[config.mk]
export PLATFORM = sky130hd
export DESIGN_NAME = riscv_imm_gen_flat
export DESIGN_NICKNAME = d
export VERILOG_FILES = /design/src/rtl/riscv_imm_gen_pkg.sv /design/src/rtl/riscv_imm_gen_if.sv /design/src/rtl/riscv_imm_gen_decode.sv /design/src/rtl/riscv_imm_gen.sv /design/src/flat_wrapper.sv
export SDC_FILE = /design/constraint.sdc
export NUM_CORES = 1
export LEC_CHECK = 0
export CORE_ASPECT_RATIO = 0.75
export CORE_MARGIN = 5
export CORE_UTILIZATION = 40
export CTS_CLUSTER_SIZE = 25
export DETAILED_ROUTE_END_ITERATION = 12
export GPL_TIMING_DRIVEN = 0
export PLACE_DENSITY = 0.91
export SYNTH_ARGS = -nofsm -noshare
export SYNTH_HDL_FRONTEND = slang
export SYNTH_SLANG_ARGS = --single-unit
export TNS_END_PERCENT = 30
[constraint.sdc]
create_clock -name clk -period 2.29 [get_ports clk]
set_input_delay 0.5725 -clock clk [delete_from_list [all_inputs] [get_ports clk]]
set_output_delay 0.5725 -clock clk [all_outputs]
set_load 0.005 [all_outputs]
[src/rtl/riscv_imm_gen_pkg.sv]
// Shared opcode constants, immediate format codes and a sign-extension helper.
// Latency: none (declarations only).
// Backpressure: not applicable.
package riscv_imm_pkg;

    localparam int XLEN = 64;

    localparam logic [6:0] OPC_LOAD     = 7'b0000011;
    localparam logic [6:0] OPC_MISC_MEM = 7'b0001111;
    localparam logic [6:0] OPC_OP_IMM   = 7'b0010011;
    localparam logic [6:0] OPC_AUIPC    = 7'b0010111;
    localparam logic [6:0] OPC_OP_IMM32 = 7'b0011011;
    localparam logic [6:0] OPC_STORE    = 7'b0100011;
    localparam logic [6:0] OPC_OP       = 7'b0110011;
    localparam logic [6:0] OPC_LUI      = 7'b0110111;
    localparam logic [6:0] OPC_OP32     = 7'b0111011;
    localparam logic [6:0] OPC_BRANCH   = 7'b1100011;
    localparam logic [6:0] OPC_JALR     = 7'b1100111;
    localparam logic [6:0] OPC_JAL      = 7'b1101111;
    localparam logic [6:0] OPC_SYSTEM   = 7'b1110011;

    localparam logic [2:0] F3_SLL = 3'b001;
    localparam logic [2:0] F3_SRX = 3'b101;

    typedef enum logic [2:0] {
        FMT_NONE  = 3'd0,
        FMT_I     = 3'd1,
        FMT_S     = 3'd2,
        FMT_B     = 3'd3,
        FMT_U     = 3'd4,
        FMT_J     = 3'd5,
        FMT_SHAMT = 3'd6
    } imm_fmt_e;

    // Every signed format is assembled into 32 bits with inst[31] in bit 31,
    // so a single widening helper covers I/S/B/U/J.
    function automatic logic [XLEN-1:0] sext32(input logic [31:0] v);
        return {{(XLEN-32){v[31]}}, v};
    endfunction

endpackage

[src/rtl/riscv_imm_gen_if.sv]
// Decode-stage bus: instruction in, registered immediate/format out.
// Latency: none (wires only); the slave sees inputs, drives outputs.
// Backpressure: none; no ready signal exists. Optional IMM_ILLEGAL_EN adds imm_illegal.
interface riscv_imm_gen_if;
    import riscv_imm_pkg::*;

    logic            in_valid;
    logic [31:0]     instruction;
    logic            out_valid;
    logic [XLEN-1:0] immediate;
    imm_fmt_e        imm_fmt;
`ifdef IMM_ILLEGAL_EN
    logic            imm_illegal;
`endif

    modport master (
        output in_valid,
        output instruction,
        input  out_valid,
        input  immediate,
        input  imm_fmt
`ifdef IMM_ILLEGAL_EN
        , input imm_illegal
`endif
    );

    modport slave (
        input  in_valid,
        input  instruction,
        output out_valid,
        output immediate,
        output imm_fmt
`ifdef IMM_ILLEGAL_EN
        , output imm_illegal
`endif
    );

endinterface

[src/rtl/riscv_imm_gen_decode.sv]
// Combinational RV64I immediate decoder: instruction -> immediate, format (and illegal with IMM_ILLEGAL_EN).
// Latency: 0 cycles, purely combinational.
// Backpressure: none.
module riscv_imm_decode
    import riscv_imm_pkg::*;
(
    input  logic [31:0]     instruction,
    output logic [XLEN-1:0] immediate,
    output imm_fmt_e        imm_fmt
`ifdef IMM_ILLEGAL_EN
    ,
    output logic            illegal
`endif
);

    logic [6:0]      opcode;
    logic [2:0]      funct3;
    logic            is_shift;
    logic            shift_hi_ok;
    logic [XLEN-1:0] imm_i;
    logic [XLEN-1:0] imm_s;
    logic [XLEN-1:0] imm_b;
    logic [XLEN-1:0] imm_u;
    logic [XLEN-1:0] imm_j;
    logic [XLEN-1:0] imm_sh6;
    logic [XLEN-1:0] imm_sh5;
    logic            bad;

    assign opcode = instruction[6:0];
    assign funct3 = instruction[14:12];
    assign is_shift = (funct3 == F3_SLL) || (funct3 == F3_SRX);

    // Only SRAI may carry 010000 in its upper bits; SLLI/SRLI need all zeros.
    assign shift_hi_ok = (instruction[31:26] == 6'b000000) ||
                         ((funct3 == F3_SRX) && (instruction[31:26] == 6'b010000));

    // Candidate immediates for every format; the case below picks one.
    assign imm_i   = sext32({{20{instruction[31]}}, instruction[31:20]});
    assign imm_s   = sext32({{20{instruction[31]}}, instruction[31:25], instruction[11:7]});
    assign imm_b   = sext32({{19{instruction[31]}}, instruction[31], instruction[7],
                             instruction[30:25], instruction[11:8], 1'b0});
    assign imm_u   = sext32({instruction[31:12], 12'b0});
    assign imm_j   = sext32({{11{instruction[31]}}, instruction[31], instruction[19:12],
                             instruction[20], instruction[30:21], 1'b0});
    // Shift amounts are unsigned: 6 bits for 64-bit shifts, 5 bits for *W shifts.
    assign imm_sh6 = {{(XLEN-6){1'b0}}, instruction[25:20]};
    assign imm_sh5 = {{(XLEN-5){1'b0}}, instruction[24:20]};

    // Select format and immediate from the opcode; unknown opcodes give NONE/0.
    always_comb begin
        immediate = '0;
        imm_fmt   = FMT_NONE;
        bad       = 1'b0;
        unique case (opcode)
            OPC_LOAD, OPC_JALR, OPC_MISC_MEM, OPC_SYSTEM: begin
                immediate = imm_i;
                imm_fmt   = FMT_I;
            end
            OPC_OP_IMM: begin
                if (is_shift) begin
                    immediate = imm_sh6;
                    imm_fmt   = FMT_SHAMT;
                    bad       = !shift_hi_ok;
                end else begin
                    immediate = imm_i;
                    imm_fmt   = FMT_I;
                end
            end
            OPC_OP_IMM32: begin
                if (is_shift) begin
                    immediate = imm_sh5;
                    imm_fmt   = FMT_SHAMT;
                end else begin
                    immediate = imm_i;
                    imm_fmt   = FMT_I;
                end
            end
            OPC_STORE: begin
                immediate = imm_s;
                imm_fmt   = FMT_S;
            end
            OPC_BRANCH: begin
                immediate = imm_b;
                imm_fmt   = FMT_B;
            end
            OPC_LUI, OPC_AUIPC: begin
                immediate = imm_u;
                imm_fmt   = FMT_U;
            end
            OPC_JAL: begin
                immediate = imm_j;
                imm_fmt   = FMT_J;
            end
            // Register-register ops legitimately carry no immediate but are
            // still flagged, since nothing downstream should consume one.
            OPC_OP, OPC_OP32: begin
                bad = 1'b1;
            end
            default: begin
                bad = 1'b1;
            end
        endcase
    end

`ifdef IMM_ILLEGAL_EN
    assign illegal = bad;
`else
    // Without the illegal output the flag has no consumer.
    logic unused_bad;
    assign unused_bad = bad;
`endif

endmodule

[src/rtl/riscv_imm_gen.sv]
// Registered RV64I immediate generator; optional imm_illegal output under IMM_ILLEGAL_EN.
// Latency: 1 cycle from in_valid/instruction to out_valid/immediate/imm_fmt.
// Backpressure: none; a word is accepted every cycle in_valid is high.
module riscv_imm_gen
    import riscv_imm_pkg::*;
#(
    parameter int XLEN_P = 64
) (
    input  logic           clk,
    input  logic           rst_n,
    riscv_imm_gen_if.slave bus
);

    logic [XLEN_P-1:0] dec_immediate;
    imm_fmt_e          dec_fmt;

    logic              out_valid_d;
    logic              out_valid_q;
    logic [XLEN_P-1:0] immediate_d;
    logic [XLEN_P-1:0] immediate_q;
    imm_fmt_e          imm_fmt_d;
    imm_fmt_e          imm_fmt_q;

`ifdef IMM_ILLEGAL_EN
    logic              dec_illegal;
    logic              imm_illegal_d;
    logic              imm_illegal_q;
`endif

    riscv_imm_decode u_decode (
        .instruction (bus.instruction),
        .immediate   (dec_immediate),
        .imm_fmt     (dec_fmt)
`ifdef IMM_ILLEGAL_EN
        ,
        .illegal     (dec_illegal)
`endif
    );

    // Capture a fresh decode only for valid words; otherwise hold the data.
    always_comb begin
        out_valid_d = bus.in_valid;
        immediate_d = immediate_q;
        imm_fmt_d   = imm_fmt_q;
        if (bus.in_valid) begin
            immediate_d = dec_immediate;
            imm_fmt_d   = dec_fmt;
        end
`ifdef IMM_ILLEGAL_EN
        // The flag qualifies the current word only, so it drops with in_valid.
        imm_illegal_d = bus.in_valid & dec_illegal;
`endif
    end

    // Output registers with synchronous reset that overrides any input.
    always_ff @(posedge clk) begin
        if (!rst_n) begin
            out_valid_q <= 1'b0;
            immediate_q <= '0;
            imm_fmt_q   <= FMT_NONE;
`ifdef IMM_ILLEGAL_EN
            imm_illegal_q <= 1'b0;
`endif
        end else begin
            out_valid_q <= out_valid_d;
            immediate_q <= immediate_d;
            imm_fmt_q   <= imm_fmt_d;
`ifdef IMM_ILLEGAL_EN
            imm_illegal_q <= imm_illegal_d;
`endif
        end
    end

    assign bus.out_valid = out_valid_q;
    assign bus.immediate = immediate_q;
    assign bus.imm_fmt   = imm_fmt_q;
`ifdef IMM_ILLEGAL_EN
    assign bus.imm_illegal = imm_illegal_q;
`endif

endmodule

[src/flat_wrapper.sv]
// flat-port wrapper written by rule: the top's interface ports become plain ports
module riscv_imm_gen_flat import riscv_imm_pkg::*;
#(
    parameter int XLEN_P = 64
)
  (clk, rst_n, bus_in_valid, bus_instruction, bus_out_valid, bus_immediate, bus_imm_fmt);
  riscv_imm_gen_if bus_i ();
  input  logic clk;
  input  logic rst_n;
  input wire logic [$bits(bus_i.in_valid)-1:0] bus_in_valid;
  input wire logic [$bits(bus_i.instruction)-1:0] bus_instruction;
  output wire logic [$bits(bus_i.out_valid)-1:0] bus_out_valid;
  output wire logic [$bits(bus_i.immediate)-1:0] bus_immediate;
  output wire logic [$bits(bus_i.imm_fmt)-1:0] bus_imm_fmt;
  assign bus_i.in_valid = bus_in_valid;
  assign bus_i.instruction = bus_instruction;
  assign bus_out_valid = bus_i.out_valid;
  assign bus_immediate = bus_i.immediate;
  assign bus_imm_fmt = bus_i.imm_fmt;
  riscv_imm_gen #(.XLEN_P(XLEN_P)) u_core (.clk(clk), .rst_n(rst_n), .bus(bus_i));
endmodule
==> out/metrics.cfg <==
[worst_setup_path]
start_kind = input port
crit_slowest_cell = clkdlybuf4s50_1
arrival_ns = 2.44
critPathRequiredTime_ns = 2.53
crit_fanout = 7
path_depth = 7
cp.buffers_inverters = 2
r2r_slack_ns = 1.49
rr_endpoint = u_core.bus.immediate[62]
critPathTopFamily = compound AO/OA/AOI/OAI gates
r2r-start = u_core.bus.immediate[62]
cp_cell_sequence = clkdlybuf4s50_1 -> and3_1 -> clkbuf_2 -> nand2_1 -> a21oi_2 -> o31a_1 -> a21o_1
max_stage_delay_ns = 0.56
reg2regPathDepth = 1
path_class = in2reg
crit_path_end_kind = register

[sta]
tns_ns = 0
worst_pin_slew_ns = 0.491
skew_ns = 0
hold_violations = 0
hold_ws_ns = 0.442
max_freq_mhz = 454
fin_crit_sh_pct = 96.3
drv_slew = 0
setup_viol_count_final = 0
period_minus_slack_ns = 2.20
rsz0062_at_grt = yes
relSlewSlack_pct = 67.3

[synth]
synth_top_area_cell = dfxtp_1
synth.lib_cells_used.distinct = 52
synth_edf_count = 0
syn_area_um2 = 2040
synth.net_count = 258
synth_cells = 223
ys_seq_elements = 36
yosysWarningCount = 0
yosysTopAreaCellShare_pct = 35.4
synthFlopType = dfxtp_1
ys_seq_area_share_pct = 35.4
synthTopCellsByArea = dfxtp_1 (35%), buf_4 (13%), a221o_1 (5.4%)
syn_area_per_cell_um2 = 9.14
synth-async-reset-ratio_pct = 0

[floorplanning]
die_h_um = 71.8
core.rowCount = 22
die_area_um2 = 6640
dieWidth_um = 92.4
start_util_pct = 41.4
core-area_um2 = 4930
ios = 103

[drt]
top_layer = met4
met1_length_mm = 2.73
wire_per_inst_um = 16.4
routed_wl_mm = 6.40
detail_route.first_pass.iterations = 4
drt_iter0_drc = 107
vias = 2090
viasPerCell = 5.35
postRouteAntennaNets = 0
routed-wl-met3_um = 544
dr_wl_met2_mm = 3.06
route.detailed.drc = 0

[clocking]
clock_sinks = 36
cts_root_buffer = clkbuf_8
htree_levels = 2
cts_buffer_depth = 2
clk_pin_slew_ns = 0.07
insertion_delay_ns = 0.29
cts_buffers = 5
tritoncts = yes

[power_and_ir_drop]
ir_worst_vdd_mv = 0.280
clkPwrFrac_pct = 36.7
p_int_uw = 975
finalPower_mw = 1.31
powerDensity_nw_per_um2 = 407
p_leak_nw = 1.26
power.switching_uw = 334
power_frac_seq_pct = 48.3
swShare_pct = 25.5
combPwrFrac_pct = 15.0

[grt]
gr-total-overflow = 0
antenna_found_initial = 0
grt_max_degree = 35
grt_pass1_vias = 2069
grt_usage_pct = 18.5
grt_first_pass_wirelength_mm = 10.0

[placed_design]
place_congestion = 0.916
portBuffers = 100
hpwl_mm = 4.94

[finish]
nets = 365
multi_input_area_um2 = 982
area_growth_pct = 57.7
diodes = 0
register_area_um2 = 724
fillers = 396
drive_above_1_share_pct = 18.4

[outcome]
status = completed

[hold_path]
hold_class = reg2reg
min_from = u_core.bus.imm_fmt[2]
min_to = u_core.bus.imm_fmt[2]
min_path_cells = 2

[job]
cap_violations = 0

registers in the layout, indices dropped and copies added (netlist names):
| register | flops |
|---|---|
| u_core.bus.imm_fmt | 3 |
| u_core.bus.immediate | 32 |
| u_core.bus.out_valid | 1 |
layout by cell type, fill, tap and decap left out, drive strengths merged, types with 7 or more instances in the layout:
cell type,count
clkdlybuf4s50,100
buf,41
dfxtp,36
a21oi,19
clkbuf,15
nand2,13
a221o,11
a22oi,10
nor2b,8
o21ai,7
per-layer routing:
| layer | GRT usage [%] | vias to the layer above |
|---|---|---|
| met5 | 0 | - |
| met4 | 5.93 | 0 |
| met3 | 4.41 | 11 |
| met2 | 30.2 | 101 |
| met1 | 24.3 | 967 |
| li1 | - | 1011 |
through the flow:
step                      area (um^2)  util [%]  setup slack [ns]  cells
after floorplan                  2040         -             0.429    223
after global placement           3110      63.2            -0.163    383
after detailed placement         3110      63.2            -0.201    383
after CTS                        3210      65.2             0.109    391
after global routing             3210      65.2           -0.0354    391
final                            3210      65.2            0.0855    391
worst max path at each step:
stage / startpoint / to / slack, ns
global placement: bus_instruction[5] / u_core.bus.immediate[30] / -0.16
detailed placement: bus_instruction[5] / u_core.bus.immediate[25] / -0.20
global route: bus_in_valid / u_core.bus.immediate[22] / -0.04
floorplan: bus_instruction[5] / u_core.bus.immediate[21] / 0.43
finish: bus_in_valid / u_core.bus.immediate[3] / 0.09
CTS: bus_instruction[5] / u_core.bus.immediate[25] / 0.11
what timing repair did:
item | 4_1_cts | 5_1_grt
setup endpoints to repair | 33 | 16
gates resized for setup | 2 | 1
hold buffers | 0 | 0
setup buffers | 0 | 0
pin swaps | 0 | 0
area by class of cell:
class | instances | area share (%)
clock inverters | 1 | 0.234
well taps | 60 | 2.34
repair buffers | 100 | 31.1
inverters | 1 | 0.117
clock buffers | 7 | 2.69
plain buffers | 49 | 10.4
multi-input cells | 137 | 30.6
flip-flops and latches | 36 | 22.5
power by group through the flow:
stage / Clock, mW / Sequential [mW] / Combinational (mW)
floorplan: 0 / 0.649 / 0.0920
global placement: 0 / 0.648 / 0.190
detailed placement: 0 / 0.648 / 0.194
CTS: 0.488 / 0.633 / 0.195
global route: 0.520 / 0.633 / 0.210
finish: 0.480 / 0.633 / 0.196
synth_stat cells, types with 2 or more instances:
| cell type | count |
|---|---|
| nor2_1 | 5 |
| o21ai_0 | 6 |
| clkbuf_1 | 6 |
| nand2b_1 | 5 |
| nor3_1 | 3 |
| a221o_1 | 11 |
| buf_4 | 35 |
| a32oi_1 | 5 |
| and3b_1 | 2 |
| a21o_1 | 5 |
| and3_1 | 3 |
| nor2b_1 | 7 |
| nand3b_1 | 3 |
| o211ai_1 | 3 |
| nand2_1 | 12 |
| a22o_1 | 6 |
| and2_1 | 2 |
| a21oi_1 | 18 |
| nor4_1 | 3 |
| a22oi_1 | 10 |
| dfxtp_1 | 36 |
| mux2i_1 | 2 |
| buf_2 | 6 |
logic make-up after synthesis:
family | share of synthesized area (%)
xor gates and xnor gates | 0.860
buffers and inverters | 16.5
AOI/OAI and AO/OA | 29.5
and+or+nand+nor | 16.3
muxes | 1.53
DFF | 35.4
Power figures use the tool's default switching activity.
